<file path="src/rtl/miner_job_if.sv">
// Host byte streams plus miner job/result bus seen by miner_job_controller.
interface miner_job_if;
    logic [7:0]   in_data;
    logic         in_valid;
    logic         in_ready;
    logic [7:0]   out_data;
    logic         out_valid;
    logic         out_ready;
    logic [255:0] midstate;
    logic [95:0]  work_data;
    logic [31:0]  nonce_min;
    logic [31:0]  nonce_max;
    logic         miner_reset;
    logic [31:0]  golden_nonce;
    logic         new_golden_nonce;
    logic         busy;

    modport master (
        input  in_data, in_valid, out_ready, golden_nonce, new_golden_nonce,
        output in_ready, out_data, out_valid, midstate, work_data,
               nonce_min, nonce_max, miner_reset, busy
    );

    modport slave (
        output in_data, in_valid, out_ready, golden_nonce, new_golden_nonce,
        input  in_ready, out_data, out_valid, midstate, work_data,
               nonce_min, nonce_max, miner_reset, busy
    );
endinterface

</file>
<file path="src/rtl/miner_job_controller.sv">
// Loads 52-byte job frames into the SHA-256d miner, then reports a golden nonce or range exhaustion
// as a 5-byte result frame. Optional job abort from RUN enabled by defining MINER_JOB_ABORT_EN.
module miner_job_controller #(
    parameter int unsigned LOOP_LOG2        = 5,
    parameter int unsigned DRAIN_CYCLES     = 256,
    parameter int unsigned MINER_RST_CYCLES = 2
) (
    input  logic         hash_clk,
    input  logic         reset_n,
    miner_job_if.master  job_if
);

    localparam int unsigned FRAME_BYTES = 52;
    localparam int unsigned SHADOW_W    = FRAME_BYTES * 8;
    localparam int unsigned CNT_W       = 6;
    localparam int unsigned RUN_W       = 39;
    localparam int unsigned RST_W       = (MINER_RST_CYCLES > 1) ? $clog2(MINER_RST_CYCLES) : 1;
`ifdef MINER_JOB_ABORT_EN
    localparam bit ABORT_EN = 1'b1;
`else
    localparam bit ABORT_EN = 1'b0;
`endif

    typedef enum logic [1:0] {S_LOAD, S_START, S_RUN, S_SEND} state_e;

    state_e              state_q, state_d;
    logic [CNT_W-1:0]    cnt_q, cnt_d;
    logic [SHADOW_W-1:0] shadow_q, shadow_d;
    logic [255:0]        midstate_q, midstate_d;
    logic [95:0]         work_q, work_d;
    logic [31:0]         nmin_q, nmin_d;
    logic [31:0]         nmax_q, nmax_d;
    logic [RST_W-1:0]    rst_cnt_q, rst_cnt_d;
    logic [RUN_W-1:0]    run_cnt_q, run_cnt_d;
    logic [31:0]         res_q, res_d;
    logic [2:0]          snd_cnt_q, snd_cnt_d;
    logic [7:0]          out_data_q, out_data_d;
    logic                out_valid_q, out_valid_d;
    logic                in_ready_q, in_ready_d;
    logic                miner_reset_q, miner_reset_d;
    logic                busy_q, busy_d;

    logic                byte_in_c;
    logic                byte_out_c;
    logic                abort_c;
    logic [8:0]          wr_pos_c;
    logic [32:0]         range_c;
    logic [RUN_W-1:0]    limit_c;

    assign byte_in_c  = job_if.in_valid && in_ready_q;
    assign byte_out_c = out_valid_q && job_if.out_ready;
    assign abort_c    = ABORT_EN && byte_in_c && (state_q == S_RUN);
    assign wr_pos_c   = {6'(FRAME_BYTES - 1) - cnt_q, 3'b000};

    // 33-bit range so a full 0..FFFFFFFF sweep counts 2^32 nonces; inverted bounds mean empty range
    assign range_c = (nmax_q >= nmin_q) ? ({1'b0, nmax_q} - {1'b0, nmin_q} + 33'd1) : 33'd0;
    assign limit_c = (RUN_W'(range_c) << LOOP_LOG2) + RUN_W'(DRAIN_CYCLES);

    always_ff @(posedge hash_clk or negedge reset_n) begin
        if (!reset_n) begin
            state_q       <= S_LOAD;
            cnt_q         <= '0;
            shadow_q      <= '0;
            midstate_q    <= '0;
            work_q        <= '0;
            nmin_q        <= '0;
            nmax_q        <= '0;
            rst_cnt_q     <= '0;
            run_cnt_q     <= '0;
            res_q         <= '0;
            snd_cnt_q     <= '0;
            out_data_q    <= '0;
            out_valid_q   <= 1'b0;
            in_ready_q    <= 1'b1;
            miner_reset_q <= 1'b0;
            busy_q        <= 1'b0;
        end else begin
            state_q       <= state_d;
            cnt_q         <= cnt_d;
            shadow_q      <= shadow_d;
            midstate_q    <= midstate_d;
            work_q        <= work_d;
            nmin_q        <= nmin_d;
            nmax_q        <= nmax_d;
            rst_cnt_q     <= rst_cnt_d;
            run_cnt_q     <= run_cnt_d;
            res_q         <= res_d;
            snd_cnt_q     <= snd_cnt_d;
            out_data_q    <= out_data_d;
            out_valid_q   <= out_valid_d;
            in_ready_q    <= in_ready_d;
            miner_reset_q <= miner_reset_d;
            busy_q        <= busy_d;
        end
    end

    always_comb begin
        state_d     = state_q;
        cnt_d       = cnt_q;
        shadow_d    = shadow_q;
        midstate_d  = midstate_q;
        work_d      = work_q;
        nmin_d      = nmin_q;
        nmax_d      = nmax_q;
        rst_cnt_d   = rst_cnt_q;
        run_cnt_d   = run_cnt_q;
        res_d       = res_q;
        snd_cnt_d   = snd_cnt_q;
        out_data_d  = out_data_q;
        out_valid_d = out_valid_q;

        unique case (state_q)
            S_LOAD: begin
                if (byte_in_c) begin
                    shadow_d[wr_pos_c +: 8] = job_if.in_data;
                    if (cnt_q == CNT_W'(FRAME_BYTES - 1)) begin
                        midstate_d = shadow_d[415:160];
                        work_d     = shadow_d[159:64];
                        nmin_d     = shadow_d[63:32];
                        nmax_d     = shadow_d[31:0];
                        cnt_d      = '0;
                        rst_cnt_d  = '0;
                        state_d    = S_START;
                    end else begin
                        cnt_d = cnt_q + CNT_W'(1);
                    end
                end
            end
            S_START: begin
                run_cnt_d = '0;
                if (rst_cnt_q == RST_W'(MINER_RST_CYCLES - 1)) begin
                    state_d = S_RUN;
                end else begin
                    rst_cnt_d = rst_cnt_q + RST_W'(1);
                end
            end
            S_RUN: begin
                run_cnt_d = run_cnt_q + RUN_W'(1);
                // An abort byte starts the next frame and swallows any same-cycle find
                if (abort_c) begin
                    shadow_d[SHADOW_W-1 -: 8] = job_if.in_data;
                    cnt_d   = CNT_W'(1);
                    state_d = S_LOAD;
                end else if (job_if.new_golden_nonce) begin
                    res_d       = job_if.golden_nonce;
                    out_data_d  = 8'h01;
                    out_valid_d = 1'b1;
                    snd_cnt_d   = '0;
                    state_d     = S_SEND;
                end else if (run_cnt_q == limit_c) begin
                    res_d       = '0;
                    out_data_d  = 8'h00;
                    out_valid_d = 1'b1;
                    snd_cnt_d   = '0;
                    state_d     = S_SEND;
                end
            end
            S_SEND: begin
                if (byte_out_c) begin
                    if (snd_cnt_q == 3'd4) begin
                        out_valid_d = 1'b0;
                        out_data_d  = '0;
                        cnt_d       = '0;
                        state_d     = S_LOAD;
                    end else begin
                        out_data_d = res_q[31:24];
                        res_d      = {res_q[23:0], 8'h00};
                        snd_cnt_d  = snd_cnt_q + 3'd1;
                    end
                end
            end
            default: state_d = S_LOAD;
        endcase

        in_ready_d    = (state_d == S_LOAD) || (ABORT_EN && (state_d == S_RUN));
        miner_reset_d = (state_d == S_START);
        busy_d        = (state_d != S_LOAD);
    end

    assign job_if.in_ready    = in_ready_q;
    assign job_if.out_data    = out_data_q;
    assign job_if.out_valid   = out_valid_q;
    assign job_if.midstate    = midstate_q;
    assign job_if.work_data   = work_q;
    assign job_if.nonce_min   = nmin_q;
    assign job_if.nonce_max   = nmax_q;
    assign job_if.miner_reset = miner_reset_q;
    assign job_if.busy        = busy_q;

endmodule

</file>
<file path="src/flat_wrapper.sv">
// flat-port wrapper written by rule: the top's interface ports become plain ports
module miner_job_controller_flat 
#(
    parameter int unsigned LOOP_LOG2        = 5,
    parameter int unsigned DRAIN_CYCLES     = 256,
    parameter int unsigned MINER_RST_CYCLES = 2
)
  (hash_clk, reset_n, job_if_in_data, job_if_in_valid, job_if_out_ready, job_if_golden_nonce, job_if_new_golden_nonce, job_if_in_ready, job_if_out_data, job_if_out_valid, job_if_midstate, job_if_work_data, job_if_nonce_min, job_if_nonce_max, job_if_miner_reset, job_if_busy);
  miner_job_if job_if_i ();
  input  logic hash_clk;
  input  logic reset_n;
  input wire logic [$bits(job_if_i.in_data)-1:0] job_if_in_data;
  input wire logic [$bits(job_if_i.in_valid)-1:0] job_if_in_valid;
  input wire logic [$bits(job_if_i.out_ready)-1:0] job_if_out_ready;
  input wire logic [$bits(job_if_i.golden_nonce)-1:0] job_if_golden_nonce;
  input wire logic [$bits(job_if_i.new_golden_nonce)-1:0] job_if_new_golden_nonce;
  output wire logic [$bits(job_if_i.in_ready)-1:0] job_if_in_ready;
  output wire logic [$bits(job_if_i.out_data)-1:0] job_if_out_data;
  output wire logic [$bits(job_if_i.out_valid)-1:0] job_if_out_valid;
  output wire logic [$bits(job_if_i.midstate)-1:0] job_if_midstate;
  output wire logic [$bits(job_if_i.work_data)-1:0] job_if_work_data;
  output wire logic [$bits(job_if_i.nonce_min)-1:0] job_if_nonce_min;
  output wire logic [$bits(job_if_i.nonce_max)-1:0] job_if_nonce_max;
  output wire logic [$bits(job_if_i.miner_reset)-1:0] job_if_miner_reset;
  output wire logic [$bits(job_if_i.busy)-1:0] job_if_busy;
  assign job_if_i.in_data = job_if_in_data;
  assign job_if_i.in_valid = job_if_in_valid;
  assign job_if_i.out_ready = job_if_out_ready;
  assign job_if_i.golden_nonce = job_if_golden_nonce;
  assign job_if_i.new_golden_nonce = job_if_new_golden_nonce;
  assign job_if_in_ready = job_if_i.in_ready;
  assign job_if_out_data = job_if_i.out_data;
  assign job_if_out_valid = job_if_i.out_valid;
  assign job_if_midstate = job_if_i.midstate;
  assign job_if_work_data = job_if_i.work_data;
  assign job_if_nonce_min = job_if_i.nonce_min;
  assign job_if_nonce_max = job_if_i.nonce_max;
  assign job_if_miner_reset = job_if_i.miner_reset;
  assign job_if_busy = job_if_i.busy;
  miner_job_controller #(.LOOP_LOG2(LOOP_LOG2), .DRAIN_CYCLES(DRAIN_CYCLES), .MINER_RST_CYCLES(MINER_RST_CYCLES)) u_core (.hash_clk(hash_clk), .reset_n(reset_n), .job_if(job_if_i));
endmodule
</file>
<file path="config.mk">
export PLATFORM = sky130hd
export DESIGN_NAME = miner_job_controller_flat
export DESIGN_NICKNAME = d
export VERILOG_FILES = /design/src/rtl/miner_job_if.sv /design/src/rtl/miner_job_controller.sv /design/src/flat_wrapper.sv
export SDC_FILE = /design/constraint.sdc
export NUM_CORES = 2
export LEC_CHECK = 0
export CAP_MARGIN = 20
export CORE_ASPECT_RATIO = 1.25
export CORE_MARGIN = 10
export CORE_UTILIZATION = 57
export DETAILED_ROUTE_END_ITERATION = 6
export HOLD_SLACK_MARGIN = 0.06
export PLACE_DENSITY = 0.8
export SYNTH_ARGS = -nofsm -noshare
export SYNTH_HDL_FRONTEND = slang
export SYNTH_SLANG_ARGS = --single-unit
</file>
<file path="constraint.sdc">
create_clock -name hash_clk -period 6.25 [get_ports hash_clk]
set_input_delay 0.9375 -clock hash_clk [delete_from_list [all_inputs] [get_ports hash_clk]]
set_output_delay 0.9375 -clock hash_clk [all_outputs]
set_load 0.01 [all_outputs]
</file>
## Word-level counts from Yosys, hierarchy flattened

Index checks and enable logic that the tools add are counted.

| word-level totals | value |
|---|---|
| input port bits | 45 |
| output and inout port bits | 428 |
| bits in latches | 0 |
| word-level logic and storage cells | 97 |
| bits in read-only memories | 0 |
| register bits after elaboration | 927 |
| bits in writable memories | 0 |
| memories kept | 0 |

| operators by class | value |
|---|---|
| muxes and demuxes | 40 |
| $mul | 0 |
| add/sub/neg operators | 9 |
| divide/modulo/power cells | 0 |
| equality and inequality tests | 13 |
| reduce and logical (&&, ||, !) cells | 16 |
| magnitude comparators | 1 |
| bitwise operators | 0 |
| shift operators | 2 |

Operators with widths:

| operator | number |
|---|---|
| 416-bit bitwise mux | 1 |
| 8-bit by 11-bit variable shift with 416-bit output, first input constant | 1 |
| 8-bit by 11-bit variable part select with 416-bit output | 1 |
| 32-bit two-way mux | 4 |
| 39-bit case mux with 2 select lines | 1 |
| 32-bit case mux with 2 select lines | 1 |
| 38-bit by 9-bit adder with 39-bit output, second input constant | 1 |
| 39-bit by 1-bit adder with 39-bit output, second input constant | 1 |
| 39-bit equality test | 1 |
| 33-bit by 1-bit adder with 33-bit output, second input constant | 1 |
| 33-bit two-way mux | 1 |
| 32-bit by 32-bit subtractor with 33-bit output | 1 |
| 32-bit greater-or-equal comparator | 1 |
| 8-bit two-way mux | 4 |
| 6-bit two-way mux | 4 |
| 8-bit case mux with 2 select lines | 1 |
| 2-bit two-way mux | 7 |
| 3-bit two-way mux | 4 |
| 6-bit case mux with 2 select lines | 1 |
| 4-bit AND reduction | 3 |
| 9-bit negator with 11-bit output | 1 |
| 2-bit nonzero test | 5 |
| 3-bit AND reduction | 3 |
| 2-bit by 1-bit inequality test with 1-bit output, second input constant | 4 |
| 17 further kinds | 28 |

## Logic depth before layout (Yosys ltp)

| logic depth | value |
|---|---|
| depth in word-level cells | 9 |
| mapped depth | 25 |
| depth with buffers taken out | 23 |

## Worst setup path after synthesis

No wires, ideal clock.

| timing | value |
|---|---|
| kind | reg2reg |
| start point | register u_core.nmax_q[28], in the netlist u_core.job_if.nonce_max[28] |
| end point | register u_core.res_q[30] |
| period minus slack after synthesis | 5.279 ns |
| path slack | 0.971 ns |
| arrival | 5.154 ns |
| cell stages (with the launch flop) | 24 |
| library setup time | 0.125 ns |
| path through | dfrtp_1 ha_1 fa_1 a21oi_1 a211oi_1 a31oi_1 nand2_1 nor2_2 clkbuf_1 nor2_1 ha_1 xor2_1 nor4_1 o221ai_1 or2_2 o32a_1 a2111oi_0 nand4_1 nor4_1 nand4_1 o21ai_4 o211ai_4 buf_2 mux2_4 |

| on the way | value |
|---|---|
| word-level cells in the longest chain between the ends | 7 |

RTL lines:

| item | RTL line | RTL |
|---|---|---|
| start: declaration | miner_job_controller.sv:32 | `logic [31:0] nmax_q, nmax_d;` |
| start signal: assignment | miner_job_controller.sv:84 | `nmax_q <= nmax_d;` |
| 32-bit by 32-bit subtractor with 33-bit output | miner_job_controller.sv:56 | `assign range_c = (nmax_q >= nmin_q) ? ({1'b0, nmax_q} - {1'b0, nmin_q} + 33'd1) : 33'd0;` |
| 33-bit by 1-bit adder with 33-bit output | miner_job_controller.sv:56 |  |
| 33-bit two-way mux (*) | miner_job_controller.sv:56 |  |
| 38-bit by 9-bit adder with 39-bit output (*) | miner_job_controller.sv:57 | `assign limit_c = (RUN_W'(range_c) << LOOP_LOG2) + RUN_W'(DRAIN_CYCLES);` |
| 39-bit equality test (*) | miner_job_controller.sv:150 | `end else if (run_cnt_q == limit_c) begin` |
| 3-bit by 2-bit inequality test with 1-bit output (no source line) (*) | - |  |
| 4-bit AND reduction (no source line) (*) | - |  |
| end signal: assignment | miner_job_controller.sv:87 | `res_q <= res_d;` |
| end: declaration | miner_job_controller.sv:35 | `logic [31:0] res_q, res_d;` |

Every way passes the cells marked *; elsewhere a longest branch is shown, timed or not.
A chain may end at the register's enable or synchronous reset.

## Worst setup path after layout

| timing | value |
|---|---|
| start point | register u_core.nmax_q[2], in the netlist u_core.job_if.nonce_max[2] |
| end point | register u_core.res_q[31] |

The elaborated chain is that of the path after synthesis.

==> qor.csv <==
metric,value,unit
status,"finished, final reports clean",
synth_cell_types,102,
drv_cap,0,
wl_per_cell,23.44,um
ys_seq_area_share,51.75,%
fin_crit,5.874,ns
hold_violations,0,
worstRegToRegCells,21,
clock-sinks,927,
post_synth_instance_area,0.04482,mm2
critical_path_class,reg2reg,
drtIter0Drc,3010,
clk_pin_slew_worst_paths,0.07,ns
wirelength,138.4,mm
synthFlopType,dfrtp_1,
num-nets-final,4929,
cp_data_arrival_time,6.42,ns
diodes,0,
leakage,23.83,nW
p_per_area,270.1,mW/mm2
dieArea,0.09033,mm2
clockBufferDepth,3,
fin_ws,0.3759,ns
synth.area.top_cells,"dfrtp_1 52%, mux2i_1 9.6%, o21ai_0 7.5%",
worstReg2RegEnd,u_core.res_q[31],
chipHeight,333.5,um
endpoint_kind,flop,
grt_use_total,30.06,%
htreeDepth,3,
grt_pass1_vias,34628,
grt_max_degree,166,
cp_max_fo,33,
worstPathCellList,ha_1 -> ha_1 -> a211oi_2 -> nor2_1 -> xor2_1 -> and2_1 -> ha_1 -> xor2_1 -> nor4_1 -> o221ai_1 -> or2_2 -> o32a_1 -> a2111oi_0 -> nand4_1 -> nor4_1 -> nand4_1 -> buf_4 -> o21ai_4 -> o211ai_4 -> buf_4 -> mux2_1,
worstMarginPinSlew,1.094,ns
yosys.area.top_type,dfrtp_1,
setup_viol,0,
synth_warnings,0,
num_vias,34943,
port_buffers,472,
relSlewSlack,26.91,%
worstSkewPairLatency,0.67,ns
finalSetupTns,0,ns
hpwl,98.80,mm
synthCells,4400,
grt_pass1_wl,211.1,mm
drc,0,
initial_core_util,57.66,%
area_growth,20.04,%
r2r_start,u_core.job_if.nonce_max[2],
viasPerCell,5.917,
dr.pass1.iters,7,
synth_edf_count,0,
synth_top_area_share,51.70,%
cts_inserted_buffers,92,
crit_path_max_incr_delay,0.47,ns
reg2reg_slack,0.38,ns
rsz0062_at_grt,no,
postRouteAntennaNets,0,
synth_nets,4540,
io_pins,473,
final_cell_area,0.05381,mm2
timing.fmax,0.1702,GHz
core,0.07774,mm2
cp-start-kind,flop,
cts_root_buf,clkbuf_16,
avgSynthCellArea,10.19,um2
min_path_type,in2async,
clock_skew,0.02360,ns
globalRouteOverflowTotal,0,
cpMaxStageDelayCell,a2111oi_0,
rows,114,
period_share,93.99,%
ctsHoldBuffers,0,
post-route-util,69.22,%
drive_above_1_share,10.59,%
dieWidth,270.8,um
place_congestion,0.9546,
place_ws,0.2481,ns
place_area,0.05056,mm2
drv_slew,0,
crit_top_cell,ha_1,
peakVddDrop,0.2345,mV
async_reset_ff_share,100.0,%
cts_tree,built,
crit_required,6.79,ns
synth-seq-cells,927,
antenna_found_initial,3,
critical path: cells and delay by family, from the launching register on:
kind | cells | cell delay [ns]
XOR/XNOR | 2 | 0.43
adder cells (fa/ha/maj) | 3 | 0.88
flip-flops | 1 | 0.40
multiplexers | 1 | 0.39
AO/OA/AOI/OAI | 6 | 1.63
buffers and inverters | 2 | 0.50
AND/OR/NAND/NOR | 7 | 1.48
worst max-delay path by stage:
stage	from	endpoint	slack, ns	cells past startpoint
5_1_grt	u_core.job_if.nonce_min[20]	u_core.res_q[31]	0.08	25
3_3_place_gp	u_core.job_if.nonce_min[2]	u_core.res_q[9]	0.46	22
3_5_place_dp	u_core.job_if.nonce_min[2]	u_core.res_q[31]	0.25	22
6_report	u_core.job_if.nonce_max[2]	u_core.res_q[31]	0.38	21
4_1_cts	u_core.job_if.nonce_min[2]	u_core.res_q[31]	0.16	22
2_1_floorplan	u_core.job_if.nonce_max[28]	u_core.res_q[30]	0.97	23
cells in the final DEF (no fill, tap or decap), drive strengths merged, types with 9 or more instances in the layout:
cell and count:
dfrtp 926, nand2 860, o21ai 680, clkdlybuf4s50 463, mux2i 429, mux2 233, nor2 204, clkbuf 126
inv 104, buf 84, ha 79, nand3 50, a21oi 47, and2 45, xnor2 44, nor3 43
a22o 41, xor2 40, nand4 30, nand2b 21, and3 20, clkinv 20, nor2b 19, o211ai 17
or3 16, fa 16, a31oi 14, nor4 14, and4 12, a211oi 12, bufinv 11, o31ai 11
o21a 10, or2 10, a21o 9
cell families after synthesis:
logic type | after synthesis | share of synthesized area [%]
AOI/OAI and AO/OA | 910 | 11.64
DFF | 927 | 51.75
adders and majority gates | 95 | 2.920
muxes | 662 | 15.61
xor gates and xnor gates | 85 | 1.708
and+or+nand+nor | 1371 | 13.36
buffers and inverters | 350 | 3.001
area by class of cell:
type	instances	area (um2)
timing repair buffer	548	5408
clock inverter	42	585.6
clock buffer	125	2628
inverter	97	364.1
tap	1044	1306
fill	5810	23930
sequential	927	23200
multi-input combinational	3123	20320
metal layers:
layer | wire length, um | track usage, % | share of wire, % | vias up
li1 | - | - | - | 15972
met1 | 55410 | 37.94 | 40 | 17332
met2 | 66720 | 49.97 | 48 | 1380
met3 | 10740 | 6.237 | 7.8 | 259
met4 | 5564 | 12.21 | 4.0 | 0
met5 | 0 | 0 | 0 | -
registers in the layout (all words and copies together) (netlist names):
register and count:
u_core.job_if.busy 1, u_core.cnt_q 6, u_core.state_q 2, u_core.job_if.midstate 256, u_core.shadow_q 416, u_core.run_cnt_q 39
u_core.job_if.miner_reset 1, u_core.job_if.out_data 8, u_core.job_if.out_valid 1, u_core.res_q 32, u_core.rst_cnt_q 1, u_core.job_if.work_data 96
u_core.job_if.in_ready 1, u_core.job_if.nonce_max 32, u_core.job_if.nonce_min 32, u_core.snd_cnt_q 3
power by group:
part,internal (W),switching (W)
Clock,0.00343,0.00247
Combinational,0.000722,0.00156
Sequential,0.00621,0.000142
Total,0.0104,0.00417
metrics by stage:
| step | std cells | hold slack [ns] | power [W] |
|---|---|---|---|
| 4_1_cts | 5901 | 0.3207 | 0.01457 |
| 3_3_place_gp | 5732 | 0.4596 | 0.008645 |
| 3_5_place_dp | 5734 | 0.4690 | 0.008701 |
| 2_1_floorplan | 4400 | 0.4492 | 0.007841 |
| 5_1_grt | 5906 | 0.3635 | 0.01504 |
| 6_report | 5906 | 0.3033 | 0.01454 |
timing repair:
action,in CTS,in global routing
buffers inserted,0,1
setup endpoints to repair,0,33
resized for setup,0,1
synth_stat cells (9+ instances only):
cell      number
nand2_1      860
inv_1         96
mux2_4        21
nand3_1       49
or3_1         16
nor4_1        13
ha_1          79
and3_1        20
clkbuf_1     240
a211oi_1      11
nor3_1        38
or2_2          9
xor2_1        40
and2_1        45
mux2_2       209
a21oi_1       46
dfrtp_1      926
and4_1        12
nand4_1       27
nand2b_1      21
o21ai_0      675
o21a_1        10
fa_1          16
o211ai_1      15
mux2i_1      429
a31oi_1       13
a21o_1         9
nor2b_1       19
nor2_1       203
o31ai_1       10
a22o_1        41
xnor2_1       43
(Power assumes the default switching activity.)
